<file path="config.mk">
export PLATFORM = sky130hd
export DESIGN_NAME = bcd4_stopwatch
export DESIGN_NICKNAME = d
export VERILOG_FILES = /design/src/rtl/bcd4_stopwatch_pkg.sv /design/src/rtl/bcd4_stopwatch_key_debounce.sv /design/src/rtl/bcd4_stopwatch.sv
export SDC_FILE = /design/constraint.sdc
export NUM_CORES = 1
export LEC_CHECK = 0
export ABC_CLOCK_PERIOD_IN_PS = 3030
export CELL_PAD_IN_SITES_DETAIL_PLACEMENT = 1
export CELL_PAD_IN_SITES_GLOBAL_PLACEMENT = 2
export CORE_ASPECT_RATIO = 1.4
export CORE_UTILIZATION = 38
export CTS_CLUSTER_SIZE = 12
export DETAILED_ROUTE_END_ITERATION = 8
export PLACE_DENSITY_LB_ADDON = 0.15
export SLEW_MARGIN = 20
export SYNTH_ARGS = -nofsm -noshare
export SYNTH_HDL_FRONTEND = slang
export SYNTH_SLANG_ARGS = --single-unit
</file>
<file path="constraint.sdc">
create_clock -name clk1 -period 3.03 [get_ports clk1]
set_input_delay 0.7575 -clock clk1 [delete_from_list [all_inputs] [get_ports clk1]]
set_output_delay 0.7575 -clock clk1 [all_outputs]
set_load 0.01 [all_outputs]
</file>
<file path="src/rtl/bcd4_stopwatch_pkg.sv">
// Shared types and constants for the four-digit BCD stopwatch.
package bcd4_stopwatch_pkg;

   localparam int unsigned BCD_W = 4;
   localparam int unsigned NDIG  = 4;

   typedef logic [BCD_W-1:0] digit_t;

   localparam digit_t BCD_MAX = digit_t'(9);

   typedef enum logic [1:0] {
      IDLE  = 2'd0,
      RUN   = 2'd1,
      PAUSE = 2'd2
   } state_e;

   // Decimal increment of one digit; returns {carry_out, next_digit}.
   function automatic logic [BCD_W:0] bcd_inc(input digit_t d);
      if (d >= BCD_MAX) begin
         return {1'b1, digit_t'(0)};
      end
      return {1'b0, d + digit_t'(1)};
   endfunction

endpackage

</file>
<file path="src/rtl/bcd4_stopwatch_key_debounce.sv">
// Raw active-low key -> 2-FF synchronizer -> debouncer -> one-cycle press pulse.
module key_debounce
   import bcd4_stopwatch_pkg::*;
#(
   parameter int unsigned DEB_CYC = 2
) (
   input  logic clk_i,
   input  logic rst_ni,
   input  logic key_n_i,
   output logic press_o
);

   localparam int unsigned CW = (DEB_CYC > 1) ? $clog2(DEB_CYC) : 1;
   localparam logic [CW-1:0] CNT_LAST = CW'(DEB_CYC - 1);

   logic [1:0]    sync_q;
   logic          level_q, level_d;
   logic [CW-1:0] cnt_q, cnt_d;
   logic          press_q, press_d;
   logic          key_s;

   assign key_s   = sync_q[1];
   assign press_o = press_q;

   // Two-stage synchronizer, idles at the released level.
   always_ff @(posedge clk_i or negedge rst_ni) begin
      if (!rst_ni) begin
         sync_q <= 2'b11;
      end else begin
         sync_q <= {sync_q[0], key_n_i};
      end
   end

   // Count consecutive cycles the synchronized key disagrees with the accepted
   // level; accept it once the run reaches DEB_CYC. Only a press (1->0) pulses.
   always_comb begin
      cnt_d   = '0;
      level_d = level_q;
      press_d = 1'b0;
      if (key_s != level_q) begin
         if (cnt_q == CNT_LAST) begin
            level_d = key_s;
            press_d = ~key_s;
         end else begin
            cnt_d = cnt_q + CW'(1);
         end
      end
   end

   // Debounce state registers.
   always_ff @(posedge clk_i or negedge rst_ni) begin
      if (!rst_ni) begin
         level_q <= 1'b1;
         cnt_q   <= '0;
         press_q <= 1'b0;
      end else begin
         level_q <= level_d;
         cnt_q   <= cnt_d;
         press_q <= press_d;
      end
   end

endmodule

</file>
<file path="src/rtl/bcd4_stopwatch.sv">
// Four-digit BCD stopwatch: debounced start/stop and clear keys, IDLE/RUN/PAUSE
// control, tick prescaler, decimal digit chain with sticky wrap flag and a
// combinational digit select for a scanned display.
module bcd4_stopwatch
   import bcd4_stopwatch_pkg::*;
#(
   parameter int unsigned CLK_HZ  = 50_000_000,
   parameter int unsigned TICK_HZ = 10,
   parameter int unsigned DEB_MS  = 20
) (
   input  logic        clk1,
   input  logic        rst_n,
   input  logic        btn_ss_n,
   input  logic        btn_clr_n,
   input  logic [1:0]  sel,
   output logic [3:0]  digit_out,
   output logic [15:0] bcd_out,
   output logic        run,
   output logic        ovf
);

   localparam int unsigned DEB_CYC = (CLK_HZ / 1000) * DEB_MS;
   localparam int unsigned PRESC_N = CLK_HZ / TICK_HZ;
   localparam int unsigned PW      = (PRESC_N > 1) ? $clog2(PRESC_N) : 1;
   localparam logic [PW-1:0] PRESC_LAST = PW'(PRESC_N - 1);

   logic [1:0] rst_sync_q;
   logic       rst_s_n;
   logic       ss_p, clr_p;

   state_e     state_q, state_d;
   logic       clear_all, presc_zero, count_en, run_d;

   logic [PW-1:0] presc_q, presc_d;
   logic          tick;

   logic [NDIG-1:0][BCD_W-1:0] digits_q, digits_d;
   logic       carry;
   logic       ovf_q, ovf_d;
   logic       run_q;

   // Reset synchronizer: asserts immediately, releases two clk1 edges later.
   always_ff @(posedge clk1 or negedge rst_n) begin
      if (!rst_n) begin
         rst_sync_q <= 2'b00;
      end else begin
         rst_sync_q <= {rst_sync_q[0], 1'b1};
      end
   end

   assign rst_s_n = rst_sync_q[1];

   key_debounce #(.DEB_CYC(DEB_CYC)) u_key_ss (
      .clk_i   (clk1),
      .rst_ni  (rst_s_n),
      .key_n_i (btn_ss_n),
      .press_o (ss_p)
   );

   key_debounce #(.DEB_CYC(DEB_CYC)) u_key_clr (
      .clk_i   (clk1),
      .rst_ni  (rst_s_n),
      .key_n_i (btn_clr_n),
      .press_o (clr_p)
   );

   // FSM state register.
   always_ff @(posedge clk1 or negedge rst_s_n) begin
      if (!rst_s_n) begin
         state_q <= IDLE;
      end else begin
         state_q <= state_d;
      end
   end

   // FSM next state: clear outranks start/stop except while running.
   always_comb begin
      state_d = state_q;
      case (state_q)
         IDLE: begin
            if (clr_p)     state_d = IDLE;
            else if (ss_p) state_d = RUN;
         end
         RUN: begin
            if (ss_p) state_d = PAUSE;
         end
         PAUSE: begin
            if (clr_p)     state_d = IDLE;
            else if (ss_p) state_d = RUN;
         end
         default: state_d = IDLE;
      endcase
   end

   // FSM outputs: datapath controls and the next value of the run flag.
   always_comb begin
      clear_all  = clr_p && (state_q != RUN);
      presc_zero = (state_q == IDLE) && ss_p && !clr_p;
      count_en   = (state_q == RUN);
      run_d      = (state_d == RUN);
   end

   // Prescaler next value: counts only in RUN, holds otherwise, zeroed on start.
   always_comb begin
      presc_d = presc_q;
      tick    = 1'b0;
      if (presc_zero) begin
         presc_d = '0;
      end else if (count_en) begin
         if (presc_q == PRESC_LAST) begin
            tick    = 1'b1;
            presc_d = '0;
         end else begin
            presc_d = presc_q + PW'(1);
         end
      end
   end

   // Digit chain next value: ripple decimal carry; carry out of d3 sets ovf.
   always_comb begin
      digits_d = digits_q;
      ovf_d    = ovf_q;
      carry    = 1'b0;
      if (clear_all) begin
         digits_d = '0;
         ovf_d    = 1'b0;
      end else if (tick) begin
         carry = 1'b1;
         for (int unsigned i = 0; i < NDIG; i++) begin
            if (carry) begin
               {carry, digits_d[i]} = bcd_inc(digits_q[i]);
            end
         end
         if (carry) begin
            ovf_d = 1'b1;
         end
      end
   end

   // Datapath registers.
   always_ff @(posedge clk1 or negedge rst_s_n) begin
      if (!rst_s_n) begin
         presc_q  <= '0;
         digits_q <= '0;
         ovf_q    <= 1'b0;
         run_q    <= 1'b0;
      end else begin
         presc_q  <= presc_d;
         digits_q <= digits_d;
         ovf_q    <= ovf_d;
         run_q    <= run_d;
      end
   end

   // Display select: sel 0 picks the most significant digit.
   always_comb begin
      case (sel)
         2'd0:    digit_out = digits_q[3];
         2'd1:    digit_out = digits_q[2];
         2'd2:    digit_out = digits_q[1];
         default: digit_out = digits_q[0];
      endcase
   end

   assign bcd_out = digits_q;
   assign run     = run_q;
   assign ovf     = ovf_q;

endmodule
</file>
==> flow_summary.ini <==
[run_status]
status = completed

[layout]
syn2layout_area_growth_pct = 16.37
ff_latch_area_um2 = 2338
post-route-util_pct = 45.58
antenna_cells = 0
multi_input_area_um2 = 2377
fillerInstances = 1425
fin_nets = 562
final_area_um2 = 5639
drive_gt1_share_pct = 8.974
fin_cells = 696

[sta]
post-route-period-util_pct = 96.28
drv_slew = 0
max_slew.worst_pin.slew_ns = 0.9294
fmax_mhz = 342.8
fin_crit_ns = 2.917
rsz0062_at_grt = no
finalWorstSetupSlack_ns = 0.1128
hold_viol_final = 0
slew_headroom_pct = 38.04
skew_ns = 0.009285
setup_viol = 0

[critical_path]
critPathLaunchType = input pin
reg2regPathDepth = 5
crit_start = sel[0]
cp.arrival_ns = 2.16
worstReg2RegEnd = bcd_out[7]$_DFFE_PN0P_
worstSetupEndpoint = digit_out[3]
r2r-start = presc_q[15]$_DFFE_PN0P_
worstPathRequired_ns = 2.27
end_kind = output port
r2r_slack_ns = 0.53
path_max_fanout = 4
worst-setup-path-type = input pin to output port

[pwr]
ir_drop_mv = 0.3181
switching_power_mw = 0.5612
comb_power_share_pct = 1.7
p_per_area_nw_per_um2 = 448.1
swShare_pct = 22.21
power.share.sequential_pct = 50.6
p_total_mw = 2.527
clockPowerShare_pct = 47.6
p_leak_nw = 2.377
p_int_mw = 1.966

[drt]
wl_per_cell_um = 16.95
route.vias.total = 3881
route.detailed.drc = 0
drt_iter0_markers = 120
via_per_inst = 5.576
wl_mm = 11.80
drt_first_pass_iters = 4
antenna_left = 0

[synthesis]
yosysWarnings = 0
synthCells = 508
synth_seq_area_share_pct = 48.18
async_reset_ff_share_pct = 100.0
netlist_area_um2 = 4846
synth_edf_count = 0
synthFlopType = dfrtp_1
synth_top_family_by_area = simple AND/OR/NAND/NOR gates
synth_fa_ha_area_share_pct = 3.873
yosys.area_share.simple_pct = 24.76
synth_top_area_cell = dfrtp_1
synth-seq-cells = 93
syn-num-nets = 529
synth_compound_area_share_pct = 10.41
synth_area_per_cell_um2 = 9.539
synth_area_leaders = dfrtp_1 (45%), nor2_1 (4.8%), xor2_1 (4.3%)
netlist.area_leader.share_pct = 44.93
ys_types = 51
muxShareOfSynthArea_pct = 3.176
synthXorXnorAreaFrac_pct = 6.687

[die]
initial_core_util_pct = 39.17
die_area_um2 = 13210
die_height_um = 135.6
ios = 28
dieWidth_um = 97.44
coreArea_um2 = 12370
num_rows = 48

[place]
dp_hpwl_mm = 8.231
globalplace.congestion = 0.7679
place_inst = 680
place_ws_ns = -0.1638
portBuffers = 27
placed_area_um2 = 5324

[cts]
clk_latency_ns = 0.34
cts_root_buf = clkbuf_16
cts_max_path_buffers = 2
cts_resized = 1
cts.sinks = 93
path_clk_slew_ns = 0.07
cts_tree = yes
htreeDepth = 3
post-cts-setup-buffers = 0
numCtsBuffers = 9
holdBufCountCts = 0

[grt]
grt_pass1_vias = 4125
grt_pass1_wl_mm = 20.52
antenna_found_initial = 0
grt_max_degree = 71
grt_util_all_layers_pct = 19.10
grt-ovfl-total = 0

[job]
drv_cap = 0

[worst_hold_path]
hp-class = flop to flop
routing by layer:
metal	part of all wire (%)	track usage, %
met2	52	33.06
met3	1.7	3.148
met1	44	24.03
met5	0	0
met4	1.8	6.863
critical path, stage by stage:
cell             delay, ns
dlygate4sd2_1         0.35
mux4_2                0.55
clkdlybuf4s50_1       0.50
cells in the mapped netlist (all sizes together) (2+ instances only):
master / instances
a21o: 2
a21oi: 26
a31oi: 16
a41oi: 4
and2: 4
and3: 12
and4: 6
and4b: 2
buf: 8
clkbuf: 8
dfrtp: 87
dfstp: 6
ha: 15
inv: 18
mux2: 3
mux2i: 3
mux4: 4
nand2: 54
nand2b: 4
nand3: 32
nand3b: 2
nand4: 16
nor2: 62
nor2b: 2
nor3: 7
nor3b: 5
nor4: 8
nor4b: 2
o21a: 2
o21ai: 22
o22ai: 3
o31a: 3
o31ai: 5
or2: 2
or3: 4
or3b: 2
or4: 4
xnor2: 13
xor2: 24
power groups by stage:
stage	logic [mW]	registers [mW]	clock network, mW
2_1_floorplan	0.0228	1.30	0
3_3_place_gp	0.0435	1.30	0
3_5_place_dp	0.0451	1.31	0
4_1_cts	0.0453	1.28	1.25
5_1_grt	0.0498	1.29	1.29
6_report	0.0436	1.28	1.20
cells in the final DEF, fill, tap and decap left out, types with 4 or more instances in the layout:
| master | Yosys | final |
|---|---|---|
| inv_1 | 18 | 18 |
| xnor2_1 | 13 | 13 |
| nand2b_1 | 4 | 4 |
| o21ai_0 | 22 | 22 |
| xor2_1 | 24 | 24 |
| a41oi_1 | 4 | 4 |
| nor3_1 | 7 | 7 |
| clkdlybuf4s50_1 | 0 | 26 |
| dfstp_2 | 6 | 6 |
| and2_1 | 4 | 4 |
| mux4_2 | 4 | 4 |
| and3_1 | 12 | 12 |
| buf_4 | 0 | 11 |
| or4_1 | 4 | 4 |
| nand2_1 | 54 | 54 |
| dfrtp_1 | 87 | 86 |
| nor2_1 | 62 | 62 |
| a31oi_1 | 16 | 16 |
| nor4_1 | 6 | 6 |
| nand4_1 | 16 | 16 |
| clkbuf_16 | 0 | 9 |
| ha_1 | 15 | 15 |
| and4_1 | 6 | 6 |
| a21oi_1 | 26 | 25 |
| o31ai_1 | 5 | 5 |
| nand3_1 | 31 | 31 |
| nor3b_1 | 5 | 5 |
state kept, by name, summed over array words and instances, names as in the netlist, 2 cells and up:
signal            cells
bcd_out              16
u_key_clr.sync_q      2
u_key_ss.cnt_q       20
u_key_ss.sync_q       2
rst_sync_q            2
presc_q              23
state_q               2
u_key_clr.cnt_q      20
worst min-delay path by stage:
stage,cells after the start,slack [ns],end,from
2_1_floorplan,0,0.33,rst_sync_q[1]$_DFF_PN0_,rst_sync_q[0]$_DFF_PN0_
3_3_place_gp,0,0.34,rst_sync_q[1]$_DFF_PN0_,rst_sync_q[0]$_DFF_PN0_
3_5_place_dp,0,0.34,rst_sync_q[1]$_DFF_PN0_,rst_sync_q[0]$_DFF_PN0_
4_1_cts,0,0.36,rst_sync_q[1]$_DFF_PN0_,rst_sync_q[0]$_DFF_PN0_
5_1_grt,0,0.36,u_key_clr.sync_q[1]$_DFF_PN1_,u_key_clr.sync_q[0]$_DFF_PN1_
6_report,0,0.35,rst_sync_q[1]$_DFF_PN0_,rst_sync_q[0]$_DFF_PN0_
cell families (layout without fill, tap and decap cells):
| family | count (synthesis) | count (layout) |
|---|---|---|
| other | 1 | 1 |
| AOI/OAI and AO/OA | 85 | 85 |
| buffers and inverters | 34 | 72 |
| xor gates and xnor gates | 37 | 37 |
| adders and majority gates | 15 | 15 |
| muxes | 10 | 10 |
| DFF | 93 | 93 |
| and+or+nand+nor | 233 | 233 |
metrics by stage:
stage          TNS, ns  hold slack, ns
2_1_floorplan        0          0.3312
3_3_place_gp   -0.4156          0.3378
3_5_place_dp   -0.6139          0.3420
4_1_cts              0          0.3591
5_1_grt              0          0.3633
6_report             0          0.3532
final cells by class:
| cell class | instances | share of cell area [%] |
|---|---|---|
| clock buffer | 11 | 4.482 |
| sequential | 93 | 41.47 |
| multi-input combinational | 381 | 42.16 |
| tap | 150 | 3.328 |
| timing repair buffer | 38 | 6.235 |
| clock inverter | 5 | 1.132 |
| inverter | 18 | 1.198 |
No activity file was read; power rests on OpenSTA's default activity.
